--- src/rtl/kmap_scan_pkg.sv ---
// Shared types and scan ordering for the 4-input truth-table scanner.
// Define KMAP_SCAN_GRAY_ORDER_EN to walk input codes in Gray order.
package kmap_scan_pkg;
  localparam int N_IN  = 4;
  localparam int TBL_W = 2**N_IN;

  typedef enum logic [1:0] {
    IDLE = 2'd0,
    SCAN = 2'd1,
    DONE = 2'd2
  } kmap_state_e;

  // Maps scan position to the input code driven on x_out.
  function automatic logic [N_IN-1:0] scan_code(input logic [N_IN-1:0] idx);
`ifdef KMAP_SCAN_GRAY_ORDER_EN
    return idx ^ (idx >> 1);
`else
    return idx;
`endif
  endfunction
endpackage

--- src/rtl/kmap_settle_timer.sv ---
// Hold timer: strobes on the last cycle of every SETTLE_CYCLES+1 cycle hold,
// reloading itself so consecutive holds run back to back while enabled.
module kmap_settle_timer #(
  parameter int SETTLE_CYCLES = 1,
  parameter int CW            = 4
) (
  input  logic clk,
  input  logic areset,
  input  logic load,
  input  logic en,
  output logic strobe
);
  localparam logic [CW-1:0] RELOAD = CW'(SETTLE_CYCLES);

  logic [CW-1:0] cnt;

  always_ff @(posedge clk or posedge areset) begin
    if (areset)           cnt <= '0;
    else if (load)        cnt <= RELOAD;
    else if (en)          cnt <= (cnt == '0) ? RELOAD : cnt - 1'b1;
  end

  assign strobe = en & (cnt == '0);
endmodule

--- src/rtl/kmap_scan_ctrl.sv ---
// Built-in self-check sequencer: drives all input codes of a 4-input function,
// samples f_in after a settle hold, and grades the table against a golden mask.
// Scan order is binary by default, Gray when KMAP_SCAN_GRAY_ORDER_EN is defined.
module kmap_scan_ctrl
  import kmap_scan_pkg::*;
#(
  parameter int SETTLE_CYCLES = 1
) (
  input  logic             clk,
  input  logic             areset,
  input  logic             start,
  input  logic [TBL_W-1:0] golden,
  output logic [N_IN-1:0]  x_out,
  input  logic             f_in,
  output logic             busy,
  output logic             done,
  output logic [TBL_W-1:0] table_out,
  output logic [N_IN:0]    mismatch_cnt,
  output logic [N_IN-1:0]  first_mismatch,
  output logic             pass
);
  kmap_state_e      state;
  logic [N_IN-1:0]  idx;
  logic [TBL_W-1:0] golden_q;
  logic             accept, sample, miss, last;
  logic [N_IN:0]    cnt_nxt;

  assign accept  = (state == IDLE) & start;
  assign miss    = sample & (f_in != golden_q[x_out]);
  assign last    = (idx == N_IN'(TBL_W - 1));
  assign cnt_nxt = mismatch_cnt + {{N_IN{1'b0}}, miss};

  kmap_settle_timer #(.SETTLE_CYCLES(SETTLE_CYCLES), .CW(4)) u_timer (
    .clk    (clk),
    .areset (areset),
    .load   (accept),
    .en     (state == SCAN),
    .strobe (sample)
  );

  always_ff @(posedge clk or posedge areset) begin
    if (areset) begin
      state          <= IDLE;
      idx            <= '0;
      golden_q       <= '0;
      x_out          <= '0;
      busy           <= 1'b0;
      done           <= 1'b0;
      table_out      <= '0;
      mismatch_cnt   <= '0;
      first_mismatch <= '0;
      pass           <= 1'b0;
    end else begin
      done <= 1'b0;
      case (state)
        IDLE: if (start) begin
          golden_q       <= golden;
          table_out      <= '0;
          mismatch_cnt   <= '0;
          first_mismatch <= '0;
          pass           <= 1'b0;
          idx            <= '0;
          x_out          <= scan_code('0);
          busy           <= 1'b1;
          state          <= SCAN;
        end
        SCAN: if (sample) begin
          table_out[x_out] <= f_in;
          mismatch_cnt     <= cnt_nxt;
          // a zero running count means no earlier mismatch in this scan
          if (miss && (mismatch_cnt == '0)) first_mismatch <= x_out;
          if (last) begin
            done  <= 1'b1;
            pass  <= (cnt_nxt == '0);
            state <= DONE;
          end else begin
            idx   <= idx + 1'b1;
            x_out <= scan_code(idx + 1'b1);
          end
        end
        DONE: begin
          busy  <= 1'b0;
          state <= IDLE;
        end
        default: state <= IDLE;
      endcase
    end
  end
endmodule

--- config.mk ---
export PLATFORM = sky130hd
export DESIGN_NAME = kmap_scan_ctrl
export DESIGN_NICKNAME = d
export VERILOG_FILES = /design/src/rtl/kmap_scan_pkg.sv /design/src/rtl/kmap_settle_timer.sv /design/src/rtl/kmap_scan_ctrl.sv
export SDC_FILE = /design/constraint.sdc
export NUM_CORES = 1
export LEC_CHECK = 0
export BUFFER_PORTS_ARGS = -buffer_cell sky130_fd_sc_hd__buf_2
export CAP_MARGIN = 20
export CORE_MARGIN = 2
export CORE_UTILIZATION = 55
export CTS_CLUSTER_SIZE = 10
export DETAILED_ROUTE_END_ITERATION = 10
export HOLD_SLACK_MARGIN = 0.15
export PLACE_DENSITY = 0.84
export SLEW_MARGIN = 5
export SYNTH_ARGS = -nofsm -noshare
export SYNTH_HDL_FRONTEND = slang
export SYNTH_SLANG_ARGS = --single-unit
--- constraint.sdc ---
create_clock -name clk -period 3.53 [get_ports clk]
set_input_delay 0.353 -clock clk [delete_from_list [all_inputs] [get_ports clk]]
set_output_delay 0.353 -clock clk [all_outputs]
set_load 0.01 [all_outputs]
Yosys cells after proc, flatten, opt, wreduce, memory -nomap -nowiden
Index checks and enable logic that the tools add are counted.
Cells by class
  add/sub/neg operators: 3
  order comparisons: 2
  eq/ne operators: 9
  multiplexer cells: 34
  bitwise gates (word level): 3
  reductions and logical operators: 16
Operators by type and width (number)
  16-bit two-way mux: 2
  4-bit two-way mux: 8
  16-bit case mux with 2 select lines: 1
  16-bit bitwise mux: 1
  4-bit case mux with 2 select lines: 2
  4-bit AND reduction: 3
  5-bit logical NOT: 2
  5-bit two-way mux: 2
  2-bit != test (second input constant): 5
  5-bit case mux with 2 select lines: 1
  1-bit two-way mux: 9
  2-bit two-way mux: 3
  3-bit AND reduction: 2
  2-bit nonzero test: 3
  5-bit by 1-bit adder with 5-bit output: 1
  4-bit by 5-bit less-than comparator with 1-bit output (second input constant): 1
  4-bit by 1-bit adder with 4-bit output (second input constant): 1
  1-bit binary-select mux with 4-bit select: 1
  1-bit demux with 4-bit select: 1
  4-bit == test (second input constant): 1
  4-bit by 1-bit greater-or-equal comparator with 1-bit output (second input constant): 1
  4-bit logical NOT: 1
  1-bit case mux with 2 select lines: 2
  2-bit case mux with 2 select lines: 1
  8 further kinds: 12
Storage, ports and cells
  register bits after elaboration: 54
  output and inout port bits: 32
  word-level logic and storage cells: 77

Logic depth before layout (Yosys ltp)
  depth after elaboration: 9
  mapped depth: 12
  gate-level depth less buffers: 12

Cells and area by module
From an unflattened synthesis, not the netlist that was laid out.
Second synthesis, totals
  cells, all modules: 244
  area total of the unflattened synthesis: 2697.6 sq um
By module, submodules not included
  kmap_scan_ctrl: times used 1, cells an instance 225, area each 2492.4 sq um, seq. area each 1251.2 sq um
  kmap_settle_timer: times used 1, cells an instance 19, area each 205.2 sq um, seq. area each 100.1 sq um

Worst setup path after synthesis
No wires, ideal clock.
  path type: register to register
  from: register idx[0]
  to: register pass
  arrival time: 2.668 ns
  required time: 3.447 ns
  setup slack: 0.779 ns
  cell stages (with the launch flop): 13
  clock period less this slack: 2.751 ns
  cells stage by stage: dfrtp_1 > buf_6 > mux4_1 > a22o_1 > o21a_1 > o21a_1 > ha_1 > ha_1 > nor2_1 > a21oi_1 > o32ai_1 > nand3_1 > o21ai_0
Between the ends
  word-level cells in the longest chain between the ends: 9
  elaborated cells on any way between the ends: 12
  classes of those cells: 1 x add/sub; 3 x eq/ne; 5 x mux; 1 x bitwise; 2 x reduce/logical
RTL lines
  start, declared: RTL line kmap_scan_ctrl.sv:23  | logic [N_IN-1:0] idx;
  start signal, assigned: RTL line kmap_scan_ctrl.sv:77  | idx <= idx + 1'b1;
  1-bit binary-select mux with 4-bit select
  1-bit two-way mux
  1-bit != test
  1-bit bitwise AND
  5-bit by 1-bit adder with 5-bit output
  5-bit logical NOT
  1-bit two-way mux (2 in a row)
  1-bit case mux with 2 select lines
  end signal, assigned: RTL line kmap_scan_ctrl.sv:74  | pass <= (cnt_nxt == '0);
  end, declared: RTL line kmap_scan_ctrl.sv:20  | output logic pass
Parallel ways exist; a longest one is shown, timed or not. The select of a mux whose other input is x is not followed.
A chain may end at the register's enable or synchronous reset.

==> flow_summary.json <==
{
  "num-nets-final": 361,
  "cellLeakagePower_nw": 1.54,
  "crit_top_cell": "ha_1",
  "crit_family": "compound AO/OA/AOI/OAI gates",
  "drtPass1Iterations": 4,
  "grtUsageTotal": 0.234,
  "synthTopCellsByArea": "dfrtp_1 51%, nand2_1 9.7%, o21ai_0 8.1%",
  "cts_tree": "yes",
  "crit_chain": "mux4_2, a22o_1, nor3_2, o21a_1, ha_1, ha_1, nand3_1, and3_1, o21ai_0, o31ai_1",
  "area_delta_synth_final_pct": 15.1,
  "synth.top_cell.area_share": 0.511,
  "avgSynthCellArea_um2": 9.34,
  "slew_viol_final": 0,
  "tightest_slew_ns": 0.900,
  "irDropWorstVdd_uv": 407,
  "slew_headroom": 0.400,
  "cpMaxStageDelayCell": "mux4_2",
  "grt_pass1_vias": 2052,
  "nFillCells": 391,
  "cp_slowest_stage_delay_ns": 0.56,
  "gp_congestion": 0.839,
  "drtAntennaViolNets": 0,
  "antenna_found_initial": 0,
  "startpoint_type": "flip-flop",
  "required_ns": 3.72,
  "tns_ns": 0,
  "start_util": 0.563,
  "drtIter0Drc": 175,
  "fin_util": 0.648,
  "critical_path_class": "reg2reg",
  "overflow": 0,
  "synth_area_mm2": 0.00264,
  "finalWorstSetupSlack_ns": 0.507,
  "coreArea_mm2": 0.00469,
  "synth_warnings": 0,
  "seq_area_mm2": 0.00135,
  "fmax_ghz": 0.331,
  "status": "completed",
  "drive_gt1_frac": 0.201,
  "fin_skew_ns": 0.0110,
  "insertion_delay_ns": 0.31,
  "grt_pass1_wl_mm": 9.67,
  "num_rows": 25,
  "drc_errors": 0,
  "cts.sinks": 54,
  "setup_viol_count_final": 0,
  "synthesis.nets": 311,
  "whs_ns": 0.228,
  "min_period_ns": 3.02,
  "dieArea_mm2": 0.00538,
  "cts.clk_slew.worst_paths_ns": 0.10,
  "grt_max_degree": 55,
  "postLayoutCellArea_mm2": 0.00304,
  "placed_area_mm2": 0.00293,
  "worst-path-buf-inv": 0,
  "cap_violations": 0,
  "post_cts_buffers": 0,
  "n_antenna_cell": 0,
  "multi_input_area_mm2": 0.00120,
  "power_density_mw_per_mm2": 753,
  "post-dp-hpwl_mm": 4.25,
  "synthFlopType": "dfrtp_1",
  "synth_enable_flop_cells": 0,
  "cts-root-buf": "clkbuf_8",
  "post_drt_wl_per_cell_um": 15.1,
  "synth_cell_types": 34,
  "io_buffers": 51,
  "syn_inst": 283,
  "synth_sequential_area_ratio": 0.511,
  "synth_seq_cells": 54,
  "vias_per_cell": 5.67,
  "pin_count": 52,
  "routed_wl_mm": 5.86,
  "cts-htree-levels": 2,
  "fin_crit_sh": 0.856,
  "numCtsBuffers": 5,
  "dr_total_vias": 2195,
  "worstPathArrival_ns": 3.21,
  "ys_async_sr_fraction": 1.00,
  "die_h_um": 73.3,
  "dp_slack_ns": 0.572,
  "rsz0062_at_grt": "false",
  "ctsResizeCount": 0,
  "die_w_um": 73.3,
  "yosys.area.top_type": "dfrtp_1",
  "clk_path_buf_depth": 2,
  "cp_max_fo": 9,
  "min_path_type": "in2reg",
  "finalHoldViolations": 0,
  "end_kind": "flip-flop",
  "ctsHoldBuffers": 0
}
## final cells by class
cell class | instances | area share
repair buffers | 56 | 0.101
well taps | 54 | 0.0222
clock inverters | 2 | 0.00329
multi-input cells | 207 | 0.395
inverters | 9 | 0.0111
clock buffers | 5 | 0.0226
flip-flops and latches | 54 | 0.444
## cells in the final DEF (no fill, tap or decap), types with 3 or more instances in the layout
cell      synthesis  final
nand3_1          13     13
mux2i_1           5      5
ha_1              8      8
dfrtp_1          54     54
nor2b_1           3      3
buf_4             0      3
inv_1             9      8
a21oi_1          17     17
buf_2             0     51
o21ai_0          43     43
mux4_1            3      3
nand2_1          68     68
nor2_1           15     15
clkbuf_8          0      5
nand2b_1          3      3
## per-layer routing
metal,part of all wire,track usage
met1,0.47,0.332
met2,0.48,0.373
met3,0.043,0.0494
met4,0.0080,0.0525
met5,0,0
## cells in the mapped netlist, drive strengths merged, types with 2 or more instances
cell type  number
nand2          68
dfrtp          54
o21ai          43
a21oi          17
nor2           15
nand3          13
clkbuf         12
inv             9
ha              8
mux2i           5
mux4            4
nand2b          3
nor2b           3
nor3            3
a22o            2
and2            2
and3            2
nor4b           2
o211ai          2
o21a            2
o32ai           2
xnor2           2
## worst paths after layout
path                             start               to  slack [ns]  cells after the start
setup reg to reg                idx[0]  mismatch_cnt[4]        0.51                     10
min in group asynchronous       areset    table_out[13]        0.61                      3
hold reg to reg            golden_q[0]      golden_q[0]        0.48                      2
max in group asynchronous       areset      golden_q[3]        2.38                      4
setup / recovery                idx[0]  mismatch_cnt[4]        0.51                     10
hold / removal               golden[2]      golden_q[2]        0.23                      3
## kinds of logic after synthesis
logic type,after synthesis,synth area share
flip-flops,54,0.511
multiplexers,9,0.0573
AO/OA/AOI/OAI,73,0.160
buffers and inverters,22,0.0341
AND/OR/NAND/NOR,114,0.189
adder cells (fa/ha/maj),8,0.0379
XOR/XNOR,3,0.00994
## report_power, final
group / leakage (nW) / switching, mW / internal [mW] / total, mW
clock network: 0.0438 / 0.191 / 0.134 / 0.325
logic: 0.804 / 0.568 / 0.389 / 0.957
registers: 0.696 / 0.175 / 0.832 / 1.01
total: 1.54 / 0.934 / 1.35 / 2.29
## registers in the layout, indices dropped and copies added, names as in the netlist, 2 cells and up
name            count
golden_q           16
u_timer.cnt         4
mismatch_cnt        5
first_mismatch      4
idx                 4
state               2
table_out          16
## worst register-to-register path, delay by kind of cell (launching register included)
kind / cells / cell delay (ns)
AO/OA/AOI/OAI: 4 / 0.74
AND/OR/NAND/NOR: 3 / 0.62
flip-flops: 1 / 0.55
adder cells (fa/ha/maj): 2 / 0.44
multiplexers: 1 / 0.56
## stage by stage
stage,power (mW),cells
after floorplan,1.65,283
after global placement,1.91,378
after detailed placement,1.96,378
after CTS,2.29,385
after global routing,2.47,387
final,2.29,387
Power figures use the tool's default switching activity.
